File: src/rtl/pipe_pkg.sv
// Shared pipeline types: decoded control word, the zero register number and the NOP control value.
package pipe_pkg;

   typedef struct packed {
      logic       regwrite;
      logic       memread;
      logic       memwrite;
      logic       memtoreg;
      logic       alusrc;
      logic       branch;
      logic [1:0] aluop;
   } ctrl_t;

   localparam logic [4:0] XZR      = 5'd31;
   localparam ctrl_t      CTRL_NOP = '0;

   // A source only depends on a producer when it names the same, non-zero register.
   function automatic logic src_hit(input logic [4:0] wa, input logic [4:0] ra);
      return (wa == ra) && (ra != XZR);
   endfunction

endpackage

File: src/rtl/hazard_id_ex_hazard_detect.sv
// Load-use hazard detection between the instruction in EX and the one in ID.
module hazard_detect
   import pipe_pkg::*;
(
   input  logic       ex_valid,
   input  logic       ex_memread,
   input  logic [4:0] ex_wa,
   input  logic       id_valid,
   input  logic [4:0] id_ra1,
   input  logic [4:0] id_ra2,
   input  logic       flush,
   output logic       stall
);

   logic ex_load;
   logic dep;

   assign ex_load = ex_valid && ex_memread && (ex_wa != XZR);
   assign dep     = src_hit(ex_wa, id_ra1) || src_hit(ex_wa, id_ra2);
   // A flushed ID instruction is dead, so it must not hold the front end.
   assign stall   = ex_load && id_valid && dep && !flush;

endmodule

File: src/rtl/hazard_id_ex.sv
// ID/EX pipeline register with load-use bubble insertion and flush.
// Optional build macro HAZARD_PERF_CNT_EN adds saturating stall/flush counters.
module hazard_id_ex
   import pipe_pkg::*;
(
   input  logic        clk,
   input  logic        reset_n,
   input  logic        id_valid,
   input  logic [4:0]  id_ra1,
   input  logic [4:0]  id_ra2,
   input  logic [4:0]  id_wa,
   input  logic [63:0] id_rd1,
   input  logic [63:0] id_rd2,
   input  logic [63:0] id_imm,
   input  ctrl_t       id_ctrl,
   input  logic        flush,
   output logic        ex_valid,
   output logic [4:0]  ex_ra1,
   output logic [4:0]  ex_ra2,
   output logic [4:0]  ex_wa,
   output logic [63:0] ex_rd1,
   output logic [63:0] ex_rd2,
   output logic [63:0] ex_imm,
   output ctrl_t       ex_ctrl,
   output logic        stall,
   output logic [31:0] stall_count,
   output logic [31:0] flush_count
);

   logic bubble;

   hazard_detect u_detect (
      .ex_valid   (ex_valid),
      .ex_memread (ex_ctrl.memread),
      .ex_wa      (ex_wa),
      .id_valid   (id_valid),
      .id_ra1     (id_ra1),
      .id_ra2     (id_ra2),
      .flush      (flush),
      .stall      (stall)
   );

   assign bubble = flush || stall || !id_valid;

   // Bubbles clear every field so a dead slot can never write registers or memory.
   always_ff @(posedge clk) begin
      if (!reset_n || bubble) begin
         ex_valid <= 1'b0;
         ex_ra1   <= '0;
         ex_ra2   <= '0;
         ex_wa    <= '0;
         ex_rd1   <= '0;
         ex_rd2   <= '0;
         ex_imm   <= '0;
         ex_ctrl  <= CTRL_NOP;
      end else begin
         ex_valid <= 1'b1;
         ex_ra1   <= id_ra1;
         ex_ra2   <= id_ra2;
         ex_wa    <= id_wa;
         ex_rd1   <= id_rd1;
         ex_rd2   <= id_rd2;
         ex_imm   <= id_imm;
         ex_ctrl  <= id_ctrl;
      end
   end

`ifdef HAZARD_PERF_CNT_EN
   logic [31:0] stall_cnt;
   logic [31:0] flush_cnt;

   always_ff @(posedge clk) begin
      if (!reset_n) begin
         stall_cnt <= '0;
         flush_cnt <= '0;
      end else begin
         if (stall && (stall_cnt != 32'hFFFF_FFFF)) stall_cnt <= stall_cnt + 32'd1;
         if (flush && (flush_cnt != 32'hFFFF_FFFF)) flush_cnt <= flush_cnt + 32'd1;
      end
   end

   assign stall_count = stall_cnt;
   assign flush_count = flush_cnt;
`else
   assign stall_count = '0;
   assign flush_count = '0;
`endif

endmodule

File: config.mk
export PLATFORM = sky130hd
export DESIGN_NAME = hazard_id_ex
export DESIGN_NICKNAME = d
export VERILOG_FILES = /design/src/rtl/pipe_pkg.sv /design/src/rtl/hazard_id_ex_hazard_detect.sv /design/src/rtl/hazard_id_ex.sv
export SDC_FILE = /design/constraint.sdc
export NUM_CORES = 1
export LEC_CHECK = 0
export CAP_MARGIN = 30
export CORE_AREA = 5 5 194 196
export CTS_CLUSTER_SIZE = 8
export DETAILED_ROUTE_END_ITERATION = 16
export DIE_AREA = 0 0 199 201
export PLACE_DENSITY = 0.58
export SLEW_MARGIN = 40
export SYNTH_ARGS = -nofsm -noshare
export SYNTH_HDL_FRONTEND = slang
export SYNTH_SLANG_ARGS = --single-unit
File: constraint.sdc
create_clock -name clk -period 1.98 [get_ports clk]
set_input_delay 0.396 -clock clk [delete_from_list [all_inputs] [get_ports clk]]
set_output_delay 0.396 -clock clk [all_outputs]
set_load 0.01 [all_outputs]
**Word level (Yosys, flattened, before mapping)**

Index checks and enable logic that the tools add are counted.

- Latch bits: 0
- Bits in registers: 216
- ROM bits: 0
- Memories kept: 0
- Input port bits: 219
- Memory bits (writable): 0

- Multiplexer cells: 1
- Shift operators: 0
- Bitwise operators: 0
- Multipliers: 0
- Div/mod/pow operators: 0
- Reduce and logical (&&, ||, !) cells: 14
- Add/subtract/negate cells: 0
- Equality and inequality tests: 5
- $lt $le $gt $ge: 0

Operators by type and width:

| cell | count |
|---|---|
| 5-bit != test, second input constant | 3 |
| 5-bit equality test | 2 |
| 1-bit logical AND | 7 |
| 1-bit logical OR | 4 |
| 1-bit zero test | 3 |
| 1-bit 2-to-1 mux | 1 |

**Depth between registers and ports, before layout**

- Depth in word-level cells: 9
- Gate-level depth with buffers: 7
- Gate-level depth less buffers: 4

**By module**

A second synthesis with hierarchy kept.

- Cells, all modules: 542
- Area, all modules: 6536.3 um^2

By module, submodules not included:

| module | cells each | instances | area each (um^2) |
|---|---|---|---|
| hazard_id_ex | 521 | 1 | 6369.9 |
| hazard_detect | 21 | 1 | 166.4 |

**Worst setup path before layout**

No wires, ideal clock.

- Path type: flip-flop to output port
- From: register ex_wa[1]
- To: output port stall
- Path buffers: 2
- Arrival time: 1.282 ns
- Stages on the path, launching flop included: 7
- Slack: 0.302 ns
- Path through: dfxtp_1 > xnor2_1 > nand4_1 > o22ai_1 > buf_4 > buf_6 > and3b_1

- Cells in the longest elaborated chain, start to end: 5

Ends and longest elaborated chain:

| item | RTL line | RTL |
|---|---|---|
| start: declaration | hazard_id_ex.sv:20 | `output logic [4:0] ex_wa,` |
| start signal: assignment | hazard_id_ex.sv:60 | `ex_wa <= id_wa;` |
| 5-bit != test or 5-bit equality test (tied branches) | hazard_id_ex_hazard_detect.sv:18, pipe_pkg.sv:19 |  |
| 1-bit logical AND (on tied branches) | hazard_id_ex_hazard_detect.sv:18, pipe_pkg.sv:19 |  |
| 1-bit logical AND or 1-bit logical OR (tied branches) | hazard_id_ex_hazard_detect.sv:21, hazard_id_ex_hazard_detect.sv:19 |  |
| 1-bit logical AND * (2 in a row) | hazard_id_ex_hazard_detect.sv:21 | `assign stall = ex_load && id_valid && dep && !flush;` |
| end: declaration | hazard_id_ex.sv:25 | `output logic stall,` |

Every way passes the cells marked *; elsewhere a longest branch is shown, timed or not.

**Final worst setup path**

- From: input port id_ra1[4]
- To: output port stall

- Cells in the longest elaborated chain, start to end: 5

Ends and longest elaborated chain:

| item | RTL line | RTL |
|---|---|---|
| start: declaration | hazard_id_ex.sv:9 | `input logic [4:0] id_ra1,` |
| 5-bit equality test or 5-bit != test (tied branches) | pipe_pkg.sv:19 | `return (wa == ra) && (ra != XZR);` |
| 1-bit logical AND * | pipe_pkg.sv:19 |  |
| 1-bit logical OR * | hazard_id_ex_hazard_detect.sv:19 | `assign dep = src_hit(ex_wa, id_ra1) \|\| src_hit(ex_wa, id_ra2);` |
| 1-bit logical AND * (2 in a row) | hazard_id_ex_hazard_detect.sv:21 |  |

Marked as above.

==> impl_metrics.env <==
export IMPL_post_route_period_util_pct=110
export IMPL_setup_viol=1
export IMPL_dieWidth_um=199
export IMPL_cp_slowest_cell="clkdlybuf4s50_1"
export IMPL_cp_arrival_ns=1.78
export IMPL_power_switching_mw=2.39
export IMPL_ys_seq_area_share_pct=53.5
export IMPL_final_nets=1484
export IMPL_leakagePower_nw=5.12
export IMPL_synth_async_reset_ratio_pct=0
export IMPL_avgViaCountPerCell=4.38
export IMPL_layout_commonest_cell="clkdlybuf4s50_1"
export IMPL_utilization_pct=38.6
export IMPL_fp_row_count=70
export IMPL_cts_root_buf="clkbuf_16"
export IMPL_grt_max_degree=113
export IMPL_worstSetupPathType="primary input to primary output"
export IMPL_placement_io_buffers=435
export IMPL_synth_seq_cells=216
export IMPL_cts_buffers=30
export IMPL_status="complete, but fails checks"
export IMPL_gp_congestion=0.838
export IMPL_cp_max_fo=3
export IMPL_layout_common_cells="425 x clkdlybuf4s50_1, 216 x nand3_1, 211 x dfxtp_1"
export IMPL_die_area_um2=40000
export IMPL_clockPowerShare_pct=42.8
export IMPL_syn_area_um2=8090
export IMPL_vdd_drop_max_mv=0.497
export IMPL_routed_wl_mm=31.9
export IMPL_fin_area_um2=13900
export IMPL_cts_tree="yes"
export IMPL_synth_area_leaders="dfxtp_1 53%, nand3_1 13%, a21oi_2 12%, buf_4 6.8%, a21oi_1 6.7%"
export IMPL_synthToLayoutAreaGrowth_pct=71.4
export IMPL_worstPathRequired_ns=1.58
export IMPL_critPathLaunchType="primary input"
export IMPL_synth_top_cell_by_area="dfxtp_1"
export IMPL_skew_ns=0.00670
export IMPL_p_seq_share_pct=43.9
export IMPL_dr_total_vias=7585
export IMPL_synth_cell_types=21
export IMPL_drcViolationCount=0
export IMPL_die_height_um=201
export IMPL_design_power_total_mw=10.3
export IMPL_grt_overflow=0
export IMPL_synth_top_area_share_pct=53.5
export IMPL_whs_ns=0.121
export IMPL_crit_path_end_kind="primary output"
export IMPL_dpl_cell_count=1692
export IMPL_grt_pass1_vias=7641
export IMPL_place_area_um2=12900
export IMPL_drive_above_1_share_pct=17.4
export IMPL_p_sw_share_pct=23.3
export IMPL_grt_usage_pct=13.9
export IMPL_ctsHtreeMaxLevel=1
export IMPL_clk_latency_ns=0.54
export IMPL_max_freq_mhz=460
export IMPL_n_antenna_cell=0
export IMPL_synth_top_flop_cell="dfxtp_1"
export IMPL_synth_edff_count=0
export IMPL_ioPinCount=500
export IMPL_start_util_pct=22.5
export IMPL_clk_path_buf_depth=3
export IMPL_path_cells="clkdlybuf4s50_1 -> and2_1 -> a21oi_1 -> buf_4 -> o22ai_4 -> and3b_1 -> buf_6"
export IMPL_powerDensity_nw_per_um2=740
export IMPL_yosys_warnings=0
export IMPL_path_buf_inv=3
export IMPL_instances_no_fill=1732
export IMPL_internal_power_mw=7.87
export IMPL_setup_tns_ns=-0.194
export IMPL_p_comb_share_pct=13.3
export IMPL_cts_sinks=216
export IMPL_first_iter_violations=322
export IMPL_violations="negative setup slack"
export IMPL_min_delay_path_class="primary input to flip-flop"
export IMPL_crit_family="buffers and inverters"
export IMPL_critPathMaxStageDelay_ns=0.56
export IMPL_antenna_found_initial=0
export IMPL_dp_hpwl_mm=21.7
export IMPL_grt_first_pass_wirelength_mm=44.5
export IMPL_clkTransAtPathRegs_ns=0.05
export IMPL_fin_ws_ns=-0.194
export IMPL_core_um2=35900
export IMPL_ant_nets=0
export IMPL_routedWlPerCell_um=18.4
export IMPL_cap_violations=0
export IMPL_dp_slack_ns=-0.743
export IMPL_drv_slew=0
export IMPL_fin_crit_ns=2.17
export IMPL_dr_pass1_iters=4
export IMPL_finalHoldViolations=0
export IMPL_syn_area_per_cell_um2=9.68
export IMPL_rsz0062_at_grt="yes"
export IMPL_synth_cells=835
## worst register-to-register path: stages, from the launching register on
cell and delay [ns]:
dfxtp_4 0.40, xnor2_2 0.13, nand4_1 0.20, o22ai_4 0.17, buf_4 0.14, buf_6 0.20, buf_16 0.27, a21oi_1 0.20
## power by group through the flow
stage          combinational, mW  sequential [mW]  clock (mW)
6_report                    1.37             4.51        4.39
5_1_grt                     1.46             4.51        4.72
4_1_cts                     1.34             4.51        4.52
3_5_place_dp                1.33             4.60           0
3_3_place_gp                1.33             4.59           0
2_1_floorplan              0.506             4.65           0
## final timing paths
kind / startpoint / to / slack (ns) / cells after the start
worst max-delay path: id_ra1[4] / stall / -0.19 / 7
worst min-delay path: reset_n / ex_ctrl[6] / 0.12 / 3
worst max register to register: ex_wa[2] / ex_imm[47] / 0.14 / 7
worst min register to register: ex_valid / ex_rd1[59] / 1.12 / 5
## repair_timing
action                                  CTS  global route
endpoints found under the setup margin  207           211
hold buffers                              0             0
pin swaps                                 5             4
resized for setup                        26            13
setup buffers                             3             0
gates cloned                              0             6
## cell usage after synthesis, drive strengths merged, types with 2 or more instances
library cell / count
dfxtp: 216
clkbuf: 41
and2: 2
nor2: 2
nand4: 4
nand3: 216
a21oi: 218
xnor2: 8
buf: 120
nor2b: 2
## cell type report
| class | instances | area [um2] |
|---|---|---|
| fillers | 3577 | 22000 |
| repair buffers | 496 | 5100 |
| flip-flops and latches | 216 | 4340 |
| multi-input cells | 521 | 3070 |
| clock buffers | 30 | 751 |
| well taps | 468 | 586 |
| clock inverters | 1 | 16.3 |
## per-layer routing
layer	GRT usage, %	wire length (um)	vias to the layer above
met5	0	0	-
met4	4.86	884	0
met3	4.33	3180	49
met2	24.6	15800	372
met1	15.8	12000	3560
li1	-	-	3604
## cell families after synthesis
kind of cell    share of synthesized area, %
simple gates                            14.3
flops                                   53.5
compound gates                          18.8
xor+xnor                               0.867
buf+inv                                 12.5
other cells                           0.0464
## state kept, by name (all words and copies together), names as in the netlist
| signal | cells |
|---|---|
| ex_ctrl | 8 |
| ex_imm | 64 |
| ex_ra1 | 5 |
| ex_ra2 | 5 |
| ex_rd1 | 64 |
| ex_rd2 | 64 |
| ex_valid | 1 |
| ex_wa | 5 |
Note: power is estimated with default switching activity, not from simulation.
